$ cat config.mk
export PLATFORM = sky130hd
export DESIGN_NAME = reduceron_io_bridge
export DESIGN_NICKNAME = d
export VERILOG_FILES = /design/src/rtl/reduceron_io_pkg.sv /design/src/rtl/reduceron_io_fifo.sv /design/src/rtl/reduceron_io_bridge.sv
export SDC_FILE = /design/constraint.sdc
export NUM_CORES = 1
export LEC_CHECK = 0
export CAP_MARGIN = 20
export CORE_MARGIN = 2
export CORE_UTILIZATION = 47
export DETAILED_ROUTE_END_ITERATION = 10
export PLACE_DENSITY_LB_ADDON = 0.2
export REMOVE_ABC_BUFFERS = 1
export SKIP_CTS_REPAIR_TIMING = 1
export SLEW_MARGIN = 25
export SYNTH_ARGS = -nofsm -noshare
export SYNTH_HDL_FRONTEND = slang
export SYNTH_SLANG_ARGS = --single-unit
$ cat constraint.sdc
create_clock -name clock -period 2.7 [get_ports clock]
set_clock_uncertainty 0.1 [all_clocks]
set_input_delay 0.54 -clock clock [delete_from_list [all_inputs] [get_ports clock]]
set_output_delay 0.54 -clock clock [all_outputs]
set_load 0.1 [all_outputs]
$ cat src/rtl/reduceron_io_pkg.sv
// Shared constants for the Reduceron IO bridge: IO register addresses and STATUS bit layout.
package reduceron_io_pkg;

    localparam int unsigned ADDR_PUTCHAR = 0;
    localparam int unsigned ADDR_STATUS  = 1;
    localparam int unsigned ADDR_CYC_LO  = 2;
    localparam int unsigned ADDR_CYC_HI  = 3;

    localparam int STAT_FULL     = 0;
    localparam int STAT_EMPTY    = 1;
    localparam int STAT_DONE     = 2;
    localparam int STAT_OVERFLOW = 3;
    localparam int STAT_BAD_ADDR = 4;

endpackage

$ cat src/rtl/reduceron_io_fifo.sv
// Synchronous FIFO for the putchar byte stream; a push into a full FIFO is taken only when a pop
// happens in the same cycle.
module reduceron_io_fifo #(
    parameter int WIDTH = 8,
    parameter int DEPTH = 16
) (
    input  logic             clock,
    input  logic             reset_n,
    input  logic             i_push,
    input  logic [WIDTH-1:0] i_data,
    input  logic             i_pop,
    output logic             o_full,
    output logic             o_empty,
    output logic [WIDTH-1:0] o_head
);
    localparam int PTR_W = $clog2(DEPTH);
    localparam int CNT_W = PTR_W + 1;

    logic [WIDTH-1:0] r_mem [DEPTH];
    logic [PTR_W-1:0] r_wrPtr;
    logic [PTR_W-1:0] r_rdPtr;
    logic [CNT_W-1:0] r_count;
    logic             w_doPush;
    logic             w_doPop;

    assign o_full   = (r_count == CNT_W'(DEPTH));
    assign o_empty  = (r_count == '0);
    assign w_doPop  = i_pop && !o_empty;
    assign w_doPush = i_push && (!o_full || w_doPop);
    // Drive zero while empty so the sink never sees stale bytes.
    assign o_head   = o_empty ? '0 : r_mem[r_rdPtr];

    always_ff @(posedge clock) begin
        if (w_doPush) begin
            r_mem[r_wrPtr] <= i_data;
        end
    end

    always_ff @(posedge clock or negedge reset_n) begin
        if (!reset_n) begin
            r_wrPtr <= '0;
            r_rdPtr <= '0;
            r_count <= '0;
        end else begin
            if (w_doPush) begin
                r_wrPtr <= r_wrPtr + PTR_W'(1);
            end
            if (w_doPop) begin
                r_rdPtr <= r_rdPtr + PTR_W'(1);
            end
            if (w_doPush && !w_doPop) begin
                r_count <= r_count + CNT_W'(1);
            end else if (!w_doPush && w_doPop) begin
                r_count <= r_count - CNT_W'(1);
            end
        end
    end

endmodule

$ cat src/rtl/reduceron_io_bridge.sv
// IO bus terminator for the Reduceron core: putchar FIFO, STATUS/cycle registers, finish capture.
// Optional REDUCERON_IO_CYCLE_COUNT_EN enables the run-cycle counter; otherwise cycles reads 0.
module reduceron_io_bridge #(
    parameter int ADDR_W     = 15,
    parameter int DATA_W     = 15,
    parameter int RESULT_W   = 18,
    parameter int FIFO_DEPTH = 16,
    parameter int CYC_W      = 32
) (
    input  logic                clock,
    input  logic                reset_n,
    input  logic [RESULT_W-1:0] core_r,
    input  logic                core_finish,
    input  logic [ADDR_W-1:0]   io_addr,
    input  logic                io_write,
    input  logic                io_read,
    input  logic [DATA_W-1:0]   io_wdata,
    output logic [DATA_W-1:0]   io_rdata,
    output logic                io_rvalid,
    output logic                io_stall,
    output logic [7:0]          tx_data,
    output logic                tx_valid,
    input  logic                tx_ready,
    output logic [RESULT_W-1:0] result,
    output logic                done,
    output logic [CYC_W-1:0]    cycles,
    output logic                overflow,
    output logic                bad_addr
);
    import reduceron_io_pkg::*;

    logic                w_push;
    logic                w_pop;
    logic                w_full;
    logic                w_empty;
    logic                w_drop;
    logic                w_unmapped;
    logic                w_capture;
    logic                w_unused;
    logic [7:0]          w_head;
    logic [DATA_W-1:0]   w_status;
    logic [DATA_W-1:0]   w_rmux;
    logic [2*DATA_W-1:0] w_cycExt;

    logic [DATA_W-1:0]   r_rdata;
    logic                r_rvalid;
    logic [RESULT_W-1:0] r_result;
    logic                r_done;
    logic                r_overflow;
    logic                r_badAddr;

    assign w_unmapped = (io_addr > ADDR_W'(ADDR_CYC_HI));
    assign w_push     = io_write && (io_addr == ADDR_W'(ADDR_PUTCHAR));
    assign w_pop      = tx_valid && tx_ready;
    assign w_drop     = w_push && w_full && !w_pop;
    assign w_capture  = core_finish && !r_done;
    assign w_unused   = ^{1'b0, io_wdata};

    reduceron_io_fifo #(
        .WIDTH (8),
        .DEPTH (FIFO_DEPTH)
    ) u_fifo (
        .clock   (clock),
        .reset_n (reset_n),
        .i_push  (w_push),
        .i_data  (io_wdata[7:0]),
        .i_pop   (tx_ready),
        .o_full  (w_full),
        .o_empty (w_empty),
        .o_head  (w_head)
    );

`ifdef REDUCERON_IO_CYCLE_COUNT_EN
    logic [CYC_W-1:0] r_cycles;

    // Counts every edge until done, including the capture edge, and holds at all-ones.
    always_ff @(posedge clock or negedge reset_n) begin
        if (!reset_n) begin
            r_cycles <= '0;
        end else if (!r_done && (r_cycles != '1)) begin
            r_cycles <= r_cycles + CYC_W'(1);
        end
    end

    assign cycles = r_cycles;
`else
    assign cycles = '0;
`endif

    always_comb begin
        w_cycExt = '0;
        w_cycExt[CYC_W-1:0] = cycles;
        w_status = '0;
        w_status[STAT_FULL]     = w_full;
        w_status[STAT_EMPTY]    = w_empty;
        w_status[STAT_DONE]     = r_done;
        w_status[STAT_OVERFLOW] = r_overflow;
        w_status[STAT_BAD_ADDR] = r_badAddr;
        w_rmux = '0;
        case (io_addr)
            ADDR_W'(ADDR_STATUS): w_rmux = w_status;
            ADDR_W'(ADDR_CYC_LO): w_rmux = w_cycExt[DATA_W-1:0];
            ADDR_W'(ADDR_CYC_HI): w_rmux = w_cycExt[2*DATA_W-1:DATA_W];
            default:              w_rmux = '0;
        endcase
    end

    always_ff @(posedge clock or negedge reset_n) begin
        if (!reset_n) begin
            r_rdata    <= '0;
            r_rvalid   <= 1'b0;
            r_result   <= '0;
            r_done     <= 1'b0;
            r_overflow <= 1'b0;
            r_badAddr  <= 1'b0;
        end else begin
            r_rvalid <= io_read;
            r_rdata  <= io_read ? w_rmux : '0;
            if (w_capture) begin
                r_result <= core_r;
                r_done   <= 1'b1;
            end
            if (w_drop) begin
                r_overflow <= 1'b1;
            end
            if ((io_read || io_write) && w_unmapped) begin
                r_badAddr <= 1'b1;
            end
        end
    end

    assign io_rdata  = r_rdata;
    assign io_rvalid = r_rvalid;
    assign io_stall  = w_full;
    assign tx_data   = w_head;
    assign tx_valid  = !w_empty;
    assign result    = r_result;
    assign done      = r_done;
    assign overflow  = r_overflow;
    assign bad_addr  = r_badAddr;

endmodule

==> results.md, run 1 <==
* Outcome: finished, violations left
* Violations in the final reports: negative setup slack
* Internal portion of total power at 6.12 mW
* Share of the yosys chip area belonging to registers at 67.3%
* Cell area reported after detailed placement at 8550 sq um
* Cell type with the largest total area after synthesis: sky130_fd_sc_hd__edfxtp_1
* Slowest cell delay on critical path at 0.56 ns
* Largest cells by area after synthesis: sky130_fd_sc_hd__edfxtp_1, sky130_fd_sc_hd__dfrtp_1, sky130_fd_sc_hd__mux4_2
* Yosys top cell area share at 53.4%
* Setup-violating endpoint count in the final report at 8
* Switching portion of total power at 36.8%
* Commonest non-fill, non-tap cells in the layout: sky130_fd_sc_hd__edfxtp_1, sky130_fd_sc_hd__buf_4, sky130_fd_sc_hd__conb_1
* Startpoint of the worst register-to-register path: u_fifo.r_count[0]
* Chip width at approximately 130 microns
* Final period demand of the worst path at 3.03 ns
* Routed WL at 13.5 mm
* Max Root-Sink Buffers at 2
* Worst slack at placement at -0.628 ns
* Wire length of the first global-routing pass at 20.8 mm
* Crit path kind: flip-flop to output pin
* Total leakage power at 3.69 nW
* Critical path endpoint category: output pin
* Critical path's top delay family: multiplexers
* WL per Instance at 18.2 microns
* I/O pin count at roughly 130
* Count of pins over their slew limit at 0
* Dominant register cell in the synthesized netlist: sky130_fd_sc_hd__edfxtp_1
* Area growth from synthesis to final layout at 30.3%
* Combinational cell fraction of total power at between 40% and 50%
* Post-route cell area at roughly 9400 sq um
* Switching power at 3.56 mW
* Count of warnings emitted by yosys at 0
* Classification of the worst-slack hold path: input port to async pin
* Die footprint at 16300 sq um
* Complex-gate fraction of the synthesized area at 2.12%
* Critical-path top delay cell: sky130_fd_sc_hd__mux4_1
* Number of cell instances on the worst register-to-register path at 10
* Register bit total from synthesis at 168
* Gate count of the mapped netlist at 405
* CTS Buf Count at 17
* Data arrival, critical path at 2.39 ns
* Count of flip-flops with a built-in enable after synthesis at 128
* Largest family of logic cells by synthesized area: multiplexers
* Setup repair after global routing missed its margin: yes
* Number of nets still failing antenna checks after routing at 0
* Sequential share of power at 31.3%
* Maximum fanout along the worst path at 12
* Count of distinct cell types in the synthesized netlist at 40
* Leading cell type in the layout, fill and taps excluded: sky130_fd_sc_hd__edfxtp_1
* Actual slew at the worst max-slew pin at 0.898 ns
* TritonCTS clock tree: built
* Root cell of the clock tree: sky130_fd_sc_hd__clkbuf_16
* Area fraction in and, or, nand and nor cells after synthesis at ~4.8%
* Worst reg-to-reg setup slack at 0.15 ns
* Reg-to-Reg End: u_fifo.r_count[4]
* Vias post-DR at 3812
* Antenna diode count at 0
* Final-layout fill cell count at 1097
* Final weighted congestion in routability-driven placement at roughly 0.73
* Clock transition time at the flip-flop clock pins of the worst setup and hold paths at 0.06 ns
* Pin count of the biggest net entering global routing at 41
* GRT overflow at 0
* Worst vdd rail ir drop at between 0.0009 and 0.001 V
* Number of violations reported at the end of detailed-routing iteration 0 at 287
* Proportion of synthesized flip-flops having asynchronous set or reset at between 20% and 30%
* DP HPWL at ~8.7 mm
* Chip Height at 128 microns
* PortBufs at 83
* Clock power frac at a little over a quarter
* CP cell instances: buf_12 > mux4_1 > mux2_2 > o21ai_1 > a21oi_1 > buf_12
* Core area at 15100 sq um
* Data required time at the worst endpoint at 2.06 ns
* Vias in the first global route at 3941
* Avg Cell Area, Syn at 17.8 sq um
* Category of the worst setup path launch point: flip-flop
* Combined area of all synthesized cells at 7200 sq um
* Adder-cell share of the synthesized area at under 10%
* Fraction of final layout cells sized beyond drive strength 1 at 33.5%
* Initial antenna violation count at 0
* Max_slew headroom at 40.1%
* Number of nets in the layout at between 600 and 700
* Number of remaining DRC errors at 0
* Parity-gate share of the synthesized area counting xor and xnor cells at under 10%
* Mux cell area share after synthesis at 16.4%
* Maximum operating frequency at 330 MHz
* Post-Route Hold Slack at 0.131 ns
* Detailed Routing Iterations Pass 1 at 4
* Number of clock sinks at 168
* Starting density of the core at 47.7%
* Clock Latency Late Sink at 0.42 ns
* Final hold violations at 0
* Buffers plus inverters on the worst setup path at 2
* Pwr Density at a little over 1000 nW/um^2
* Max-cap viol count at 0
* TNS Setup at -2.41 ns
* Post-layout instance count excluding filler cells at 740
* Total routing resource utilization after global routing at 17.4%
* Share of the clock period used by the worst path at 112%
* Final worst-path setup slack at -0.327 ns
* Via-per-instance ratio at 5.15
* Area of the multi-input gates at about 2100 sq um
* Critical path's most frequent cell: sky130_fd_sc_hd__buf_12
* Number of levels in the clock H-tree at 4
* Register area at 4850 sq um
* Post-Place Cells at 700
* # rows at 45
[state kept, by name, indices dropped and copies added, names as in the netlist]
| signal | cells |
|---|---|
| result | 18 |
| bad_addr | 1 |
| u_fifo.r_wrPtr | 4 |
| io_rvalid | 1 |
| u_fifo.r_mem | 128 |
| u_fifo.r_count | 5 |
| io_rdata | 5 |
| done | 1 |
| overflow | 1 |
| u_fifo.r_rdPtr | 4 |
[power by group through the flow]
stage / Combinational, mW / Sequential (mW) / Clock (mW)
2_1_floorplan: 2.22 / 3.46 / 0
6_report: 4.10 / 3.03 / 2.55
4_1_cts: 3.95 / 3.01 / 2.61
5_1_grt: 4.30 / 3.05 / 2.71
3_5_place_dp: 3.95 / 3.06 / 0
3_3_place_gp: 3.90 / 3.05 / 0
[per-stage QoR]
step / util [%] / power [mW]
global route: 62.1 / 10.1
finish: 62.1 / 9.68
detailed placement: 56.6 / 7.01
CTS: 60.8 / 9.57
floorplan: - / 5.68
global placement: 56.6 / 6.95
[routing by layer]
| layer | vias up | part of all wire, % | GRT usage, % |
|---|---|---|---|
| met5 | - | 0 | 0 |
| met2 | 133 | 51 | 29.2 |
| met4 | 0 | 1.8 | 7.24 |
| met3 | 19 | 6.1 | 5.05 |
| met1 | 1902 | 41 | 21.1 |
| li1 | 1758 | - | - |
[logic make-up (layout without fill, tap and decap cells)]
family / after synthesis / in the layout
buf+inv: 62 / 168
mux: 70 / 70
compound gates: 27 / 27
simple gates: 58 / 58
flops: 168 / 168
xor+xnor: 9 / 9
other cells: 1 / 42
fa+ha+maj: 10 / 10
[how the worst max path moves through the flow]
stage                     depth (start not counted)         startpoint  slack (ns)                 to
after floorplan                                   4  u_fifo.r_rdPtr[1]       -1.18         tx_data[1]
after global placement                           10         io_addr[8]       -0.53  u_fifo.r_count[4]
after detailed placement                         10         io_addr[8]       -0.63  u_fifo.r_count[4]
after CTS                                         6  u_fifo.r_rdPtr[1]       -0.44         tx_data[4]
after global routing                              6  u_fifo.r_rdPtr[1]       -0.41         tx_data[5]
final                                             6  u_fifo.r_rdPtr[1]       -0.33         tx_data[5]
[cells in the mapped netlist (7+ instances only)]
library cell and number:
sky130_fd_sc_hd__a21oi_1 10, sky130_fd_sc_hd__nand2_1 9, sky130_fd_sc_hd__mux2i_1 9, sky130_fd_sc_hd__o21ai_0 7, sky130_fd_sc_hd__and3_1 17, sky130_fd_sc_hd__mux2_2 29
sky130_fd_sc_hd__buf_4 46, sky130_fd_sc_hd__mux4_2 21, sky130_fd_sc_hd__ha_1 9, sky130_fd_sc_hd__edfxtp_1 128, sky130_fd_sc_hd__mux4_1 11, sky130_fd_sc_hd__dfrtp_1 40
[layout make-up]
cell class,instances,share of cell area (%)
Tap cell,188,2.51
Multi-Input combinational cell,216,22.5
Clock inverter,14,2.10
Timing Repair Buffer,133,16.5
Inverter,3,0.120
Sequential cell,168,51.7
Clock buffer,18,4.58
[worst register-to-register path, cell delays in order (launching register included)]
cell	delay [ns]
sky130_fd_sc_hd__dfrtp_1	0.41
sky130_fd_sc_hd__nor4_4	0.08
sky130_fd_sc_hd__and3b_2	0.23
sky130_fd_sc_hd__nor4b_4	0.30
sky130_fd_sc_hd__ha_2	0.24
sky130_fd_sc_hd__inv_2	0.06
sky130_fd_sc_hd__fa_2	0.36
sky130_fd_sc_hd__a21o_1	0.23
sky130_fd_sc_hd__a21oi_2	0.16
sky130_fd_sc_hd__mux2i_1	0.19
sky130_fd_sc_hd__o31ai_1	0.08
Note: power is estimated with default switching activity, not from simulation.
==> inputs of run 2 (changes only) <==
--- a/config.mk
+++ b/config.mk
@@ -12,7 +12,6 @@
 export PLACE_DENSITY_LB_ADDON = 0.2
 export REMOVE_ABC_BUFFERS = 1
 export SKIP_CTS_REPAIR_TIMING = 1
-export SLEW_MARGIN = 25
 export SYNTH_ARGS = -nofsm -noshare
 export SYNTH_HDL_FRONTEND = slang
 export SYNTH_SLANG_ARGS = --single-unit
==> results of run 2 <==
Same layout as run 1: the final DEF is identical, and so are final timing and power.
